===== src/rtl/final_out_deser.sv =====
// rtl/final_out_deser.sv - serial-to-parallel word packer with output FIFO
//
// Packs MSB-first bursts from a 1-bit valid-qualified stream into left-aligned
// WIDTH-bit words. Each word is tagged with its bit count and an end-of-burst
// flag, buffered in a DEPTH-entry FIFO, and offered on a valid/ready port.
//
// Ports:
//   clk         in   clock, rising edge
//   rst_n       in   asynchronous active-low reset
//   sin         in   serial data bit
//   sin_valid   in   sin is valid this cycle
//   dout        out  head-of-FIFO word, left-aligned, LSB zero-padded
//   dout_nbits  out  meaningful bits in dout (1..WIDTH)
//   dout_last   out  dout is the final word of its burst
//   dout_valid  out  FIFO non-empty
//   dout_ready  in   consumer accepts the head word
//   overflow    out  sticky: a word was dropped on a full FIFO

module final_out_deser #(
    parameter  int WIDTH = 8,
    parameter  int DEPTH = 4,
    localparam int NW    = $clog2(WIDTH + 1),
    localparam int AW    = $clog2(DEPTH)
) (
    input  logic             clk,
    input  logic             rst_n,
    input  logic             sin,
    input  logic             sin_valid,
    output logic [WIDTH-1:0] dout,
    output logic [NW-1:0]    dout_nbits,
    output logic             dout_last,
    output logic             dout_valid,
    input  logic             dout_ready,
    output logic             overflow
);

    localparam int EW = WIDTH + NW + 1;

    logic [WIDTH-1:0] sh;
    logic [NW-1:0]    cnt;

    logic             push;
    logic [WIDTH-1:0] push_data;
    logic [NW-1:0]    push_nbits;
    logic             push_last;
    logic [NW-1:0]    pad;

    logic [EW-1:0]    mem [DEPTH];
    logic [AW-1:0]    wr_ptr;
    logic [AW-1:0]    rd_ptr;
    logic [AW:0]      count;
    logic             full;
    logic             pop;
    logic             wr;
    logic [EW-1:0]    head;

    // A full word is only released once the next bit proves the burst goes
    // on (LAST=0); otherwise the idle cycle flushes it with LAST=1.
    always_comb begin
        push       = 1'b0;
        push_data  = sh;
        push_nbits = cnt;
        push_last  = 1'b0;
        pad        = NW'(WIDTH) - cnt;
        if (sin_valid) begin
            if (cnt == NW'(WIDTH)) begin
                push       = 1'b1;
                push_nbits = NW'(WIDTH);
            end
        end else if (cnt != '0) begin
            push      = 1'b1;
            push_data = sh << pad;
            push_last = 1'b1;
        end
    end

    always_ff @(posedge clk or negedge rst_n) begin
        if (!rst_n) begin
            sh  <= '0;
            cnt <= '0;
        end else if (sin_valid) begin
            if (cnt == NW'(WIDTH)) begin
                sh  <= {{(WIDTH-1){1'b0}}, sin};
                cnt <= NW'(1);
            end else begin
                sh  <= {sh[WIDTH-2:0], sin};
                cnt <= cnt + NW'(1);
            end
        end else begin
            cnt <= '0;
        end
    end

    assign full       = (count == (AW+1)'(DEPTH));
    assign dout_valid = (count != '0);
    assign pop        = dout_valid && dout_ready;
    // A pop in the same cycle frees the slot, so a full FIFO still accepts.
    assign wr         = push && (!full || pop);

    always_ff @(posedge clk or negedge rst_n) begin
        if (!rst_n) begin
            wr_ptr   <= '0;
            rd_ptr   <= '0;
            count    <= '0;
            overflow <= 1'b0;
        end else begin
            if (wr)
                wr_ptr <= wr_ptr + AW'(1);
            if (pop)
                rd_ptr <= rd_ptr + AW'(1);
            if (wr && !pop)
                count <= count + (AW+1)'(1);
            else if (!wr && pop)
                count <= count - (AW+1)'(1);
            if (push && !wr)
                overflow <= 1'b1;
        end
    end

    always_ff @(posedge clk) begin
        if (wr)
            mem[wr_ptr] <= {push_data, push_nbits, push_last};
    end

    // Head is masked while empty so outputs read zero in reset.
    assign head       = dout_valid ? mem[rd_ptr] : '0;
    assign dout       = head[EW-1 -: WIDTH];
    assign dout_nbits = head[NW:1];
    assign dout_last  = head[0];

endmodule


===== config.mk =====
export PLATFORM = sky130hd
export DESIGN_NAME = final_out_deser
export DESIGN_NICKNAME = d
export VERILOG_FILES = /design/src/rtl/final_out_deser.sv
export SDC_FILE = /design/constraint.sdc
export NUM_CORES = 1
export LEC_CHECK = 0
export CORE_ASPECT_RATIO = 0.75
export CORE_MARGIN = 2
export CORE_UTILIZATION = 59
export CTS_CLUSTER_DIAMETER = 200
export DETAILED_ROUTE_END_ITERATION = 7
export PLACE_DENSITY = 0.88
export SLEW_MARGIN = 20
export SYNTH_ARGS = -nofsm -noshare
export SYNTH_HDL_FRONTEND = slang
export SYNTH_SLANG_ARGS = --single-unit

===== constraint.sdc =====
create_clock -name clk -period 3.3 [get_ports clk]
set_input_delay 0.66 -clock clk [delete_from_list [all_inputs] [get_ports clk]]
set_output_delay 0.66 -clock clk [all_outputs]
set_load 0.05 [all_outputs]

==> impl_table.tex <==
\begin{tabular}{lr}
\hline
Metric & Value \\
\hline
\multicolumn{2}{l}{\textbf{Routing}} \\
DRT Wirelength & 5720 um \\
First-pass detailed-route iteration total & 4 \\
Post-detailed-route DRC marker count & 0 \\
DR WL/cell & between 15 and 20 um \\
Vias per Instance & 5.68 \\
Routed vias & between 1.5k and 2k \\
Detail Route Antenna Nets & 0 \\
Drt first-iter violations & 107 \\
\multicolumn{2}{l}{\textbf{Hold path}} \\
Worst min-delay path category & reg2reg \\
Source of the worst hold timing path & overflow \\
\multicolumn{2}{l}{\textbf{Clock network}} \\
Cell at the root of the clock tree & sky130\_fd\_sc\_hd\_\_clkbuf\_8 \\
Deepest clock path buffer count & 2 \\
Clock latency at the later pin of the worst-skew pair & between 0.3 and 0.4 ns \\
Clock Pin Slew Worst Setup and Hold Paths & around 0.070 ns \\
Total clock buffers created by CTS & 9 \\
Number of sinks on the clock net & 72 \\
CTS HTree Levels & 3 \\
CTS tree & yes \\
\multicolumn{2}{l}{\textbf{Synthesis}} \\
Multiplexer area fraction after synthesis & 0.134 \\
Leading register cell type out of synthesis & sky130\_fd\_sc\_hd\_\_edfxtp\_1 \\
Xor and xnor fraction of the mapped netlist area & 0.0260 \\
Area fraction of the dominant cell type after synthesis & 0.470 \\
Count of flip-flops with a built-in enable after synthesis & 52 \\
Share of the yosys chip area belonging to registers & 0.620 \\
Synthesis-stage register bit count & 72 \\
Simple-Gate Fraction of Synth Area & 0.0919 \\
Adder and majority cell fraction of the synthesized area & 0.0324 \\
Post-synth design cell area & about 3300 um\^{}2 \\
Average size of a mapped cell & approximately 15 um\^{}2 \\
Main combinational cell family by area after synthesis & multiplexers \\
Synthesized netlist net count & approximately 230 \\
Distinct cell type count after synthesis & between 40 and 50 \\
Most area-consuming cells after synthesis & sky130\_fd\_sc\_hd\_\_edfxtp\_1, sky130\_fd\_sc\_hd\_\_dfrtp\_1, sky130\_fd\_sc\_hd\_\_mux4\_2, sky130\_fd\_sc\_hd\_\_and2\_1, sky130\_fd\_sc\_hd\_\_ha\_1 \\
Cell type with the highest aggregate area in the netlist & sky130\_fd\_sc\_hd\_\_edfxtp\_1 \\
Count leader, synth & sky130\_fd\_sc\_hd\_\_edfxtp\_1 \\
Gate count after technology mapping & 216 \\
Ys Warns & 0 \\
Complex-gate fraction of the synthesized area & 0.0610 \\
List of most frequent post-synthesis cells & sky130\_fd\_sc\_hd\_\_edfxtp\_1, sky130\_fd\_sc\_hd\_\_dfrtp\_1, sky130\_fd\_sc\_hd\_\_and2\_1 \\
Async SR Flop Fraction & 0.278 \\
\multicolumn{2}{l}{\textbf{Run status}} \\
Outcome & completed \\
\multicolumn{2}{l}{\textbf{STA}} \\
Fin crit share & 0.958 \\
Hold Vio Cnt, Final & 0 \\
Relative slew slack & 0.368 \\
Worst clock skew & approximately 0.0078 ns \\
Fmax & approximately 320 MHz \\
Total Negative Setup Slacks & 0 ns \\
Minimum clock period & approximately 3.2 ns \\
Slew at the pin closest to its max-slew limit & 0.945 ns \\
RSZ-0062 raised after global routing & false \\
Final worst-path setup slack & 0.138 ns \\
\# setup viols final & 0 \\
Max-slew violation count & 0 \\
\multicolumn{2}{l}{\textbf{Floorplan}} \\
Effective utilization at floorplan & 0.618 \\
Chip Height & about 69 um \\
Chip Width & $\sim$91 um \\
Top-Level Pins & 20 \\
Die ar. & $\sim$6300 um\^{}2 \\
Number of rows created at floorplan & 23 \\
Core region area & approximately 5400 um\^{}2 \\
\multicolumn{2}{l}{\textbf{Worst setup path}} \\
FF-to-FF Start & cnt[0] \\
Element type at the critical path end & output pin \\
R2r setup slk & roughly 0.57 ns \\
Setup crit start kind & flip-flop \\
Critical Setup Path Class & reg2out \\
Largest fanout of any net on the critical path & 11 \\
Worst setup path startpoint & rd\_ptr[0] \\
Worst Path Arrival & approximately 2.5 ns \\
Data required time of the critical path & 2.64 ns \\
\multicolumn{2}{l}{\textbf{Layout}} \\
Share of cells above drive strength 1 & 0.184 \\
Antenna Diode Count & 0 \\
Sequential Area & between 2000 and 2500 um\^{}2 \\
Area of combinational cells with multiple inputs & between 1000 and 1500 um\^{}2 \\
Net count of the finished layout & between 200 and 300 \\
Area growth from synthesis to layout & 14.6\% \\
Filler instances & about 360 \\
\multicolumn{2}{l}{\textbf{Power}} \\
Share of power burned in the clock network & 0.222 \\
Total leakage power & between 1 and 1.5 nW \\
Power per Cell Area & between 800 and 900 nW/um\^{}2 \\
Sw frac & 0.369 \\
Combinational share of power & 0.403 \\
Internal power & between 0.002 and 0.0025 W \\
Sequential cell fraction of total power & 0.374 \\
Switching power & 0.00125 W \\
Worst supply voltage drop on vdd & 516 uV \\
\multicolumn{2}{l}{\textbf{Flow run}} \\
Max-capacitance violation count & 0 \\
\multicolumn{2}{l}{\textbf{Place}} \\
Routability-driven placement congestion ratio & between 0.8 and 0.9 \\
Port bufs & 19 \\
Worst Setup Slack post-DPL & about 0.41 ns \\
Detailed Place HPWL & between 3000 and 4000 um \\
\multicolumn{2}{l}{\textbf{GRT}} \\
Wire length of the first global-routing pass & between 9000 and 10000 um \\
Vias in the first global route & between 1.5k and 2k \\
Antenna violations before repair & 0 \\
Total Routing Usage GR & 0.211 \\
Maximum number of pins on one net before global-route repair & 21 \\
Gr ovfl total & 0 \\
\hline
\end{tabular}
## routing by layer
| metal | up-vias | track usage | wire [um] |
|---|---|---|---|
| met4 | 0 | 0.0865 | 94 |
| met5 | - | 0 | 0 |
| met3 | 13 | 0.0620 | 340 |
| met2 | 66 | 0.325 | 2660 |
| li1 | 851 | - | - |
| met1 | 887 | 0.290 | 2630 |
## critical path: stages (launching register included)
cell and delay (ns):
sky130_fd_sc_hd__dfrtp_1 0.49, sky130_fd_sc_hd__buf_4 0.30, sky130_fd_sc_hd__mux4_2 0.52, sky130_fd_sc_hd__and2_1 0.16
sky130_fd_sc_hd__clkdlybuf4s50_1 0.69
## cell type report
type / instances / share of cell area
inverter: 8 / 0.00788
clock buffer: 10 / 0.0335
multi-input combinational: 123 / 0.301
timing repair buffer: 26 / 0.0670
sequential: 72 / 0.541
tap: 75 / 0.0246
clock inverter: 6 / 0.0243
## power groups by stage
stage               registers (W)  clock network (W)  logic [W]
finish                    0.00127           0.000754    0.00137
global placement          0.00128                  0    0.00135
floorplan                 0.00124                  0    0.00105
CTS                       0.00127           0.000771    0.00138
detailed placement        0.00129                  0    0.00138
global route              0.00129           0.000807    0.00147
## cells by family after synthesis
kind of cell | Yosys count
fa+ha+maj | 8
xor+xnor | 9
compound gates | 27
mux | 25
simple gates | 54
buf+inv | 21
flops | 72
## final timing paths
check	depth (start not counted)	end
max	4	dout[2]
min	1	overflow
max reg2reg	11	count[2]
min reg2reg	1	overflow
max in group asynchronous	1	cnt[3]
min in group asynchronous	1	rd_ptr[1]
## repair_timing
action | CTS | global route
gates resized for setup | 0 | 5
buffers inserted | 0 | 0
hold buffers | 0 | 0
setup endpoints to repair | 0 | 5
## per-stage QoR
stage	total power, W	instances	utilization	area (um^2)	hold slack (ns)
floorplan	0.00229	216	-	3320	0.364
global placement	0.00263	304	0.664	3580	0.443
detailed placement	0.00267	304	0.664	3580	0.447
CTS	0.00342	320	0.705	3800	0.468
global route	0.00357	320	0.708	3810	0.481
finish	0.00339	320	0.708	3810	0.465
## cell usage in the layout, fill, tap and decap left out, types with 2 or more instances in the layout
cell,Yosys,routed
sky130_fd_sc_hd__a21oi_1,4,4
sky130_fd_sc_hd__a22o_1,8,8
sky130_fd_sc_hd__a31oi_1,2,2
sky130_fd_sc_hd__a32o_1,2,2
sky130_fd_sc_hd__and2_1,18,18
sky130_fd_sc_hd__buf_4,0,7
sky130_fd_sc_hd__bufinv_16,0,2
sky130_fd_sc_hd__clkbuf_8,0,9
sky130_fd_sc_hd__clkdlybuf4s50_1,0,14
sky130_fd_sc_hd__clkinvlp_4,0,2
sky130_fd_sc_hd__dfrtp_1,20,20
sky130_fd_sc_hd__dlymetal6s2s_1,0,5
sky130_fd_sc_hd__edfxtp_1,52,52
sky130_fd_sc_hd__ha_1,7,7
sky130_fd_sc_hd__inv_1,7,7
sky130_fd_sc_hd__mux2_2,2,2
sky130_fd_sc_hd__mux2i_1,7,7
sky130_fd_sc_hd__mux4_2,14,14
sky130_fd_sc_hd__nand2_1,17,17
sky130_fd_sc_hd__nand3_1,2,2
sky130_fd_sc_hd__nor2_1,7,7
sky130_fd_sc_hd__o21ai_1,5,5
sky130_fd_sc_hd__xnor2_1,5,5
sky130_fd_sc_hd__xor2_1,3,3
## sequential cells by signal, summed over array words and instances, names as in the netlist
name / cells
wr_ptr: 2
cnt: 4
overflow: 1
rd_ptr: 2
sh: 8
mem: 52
count: 3
Power figures use the tool's default switching activity.
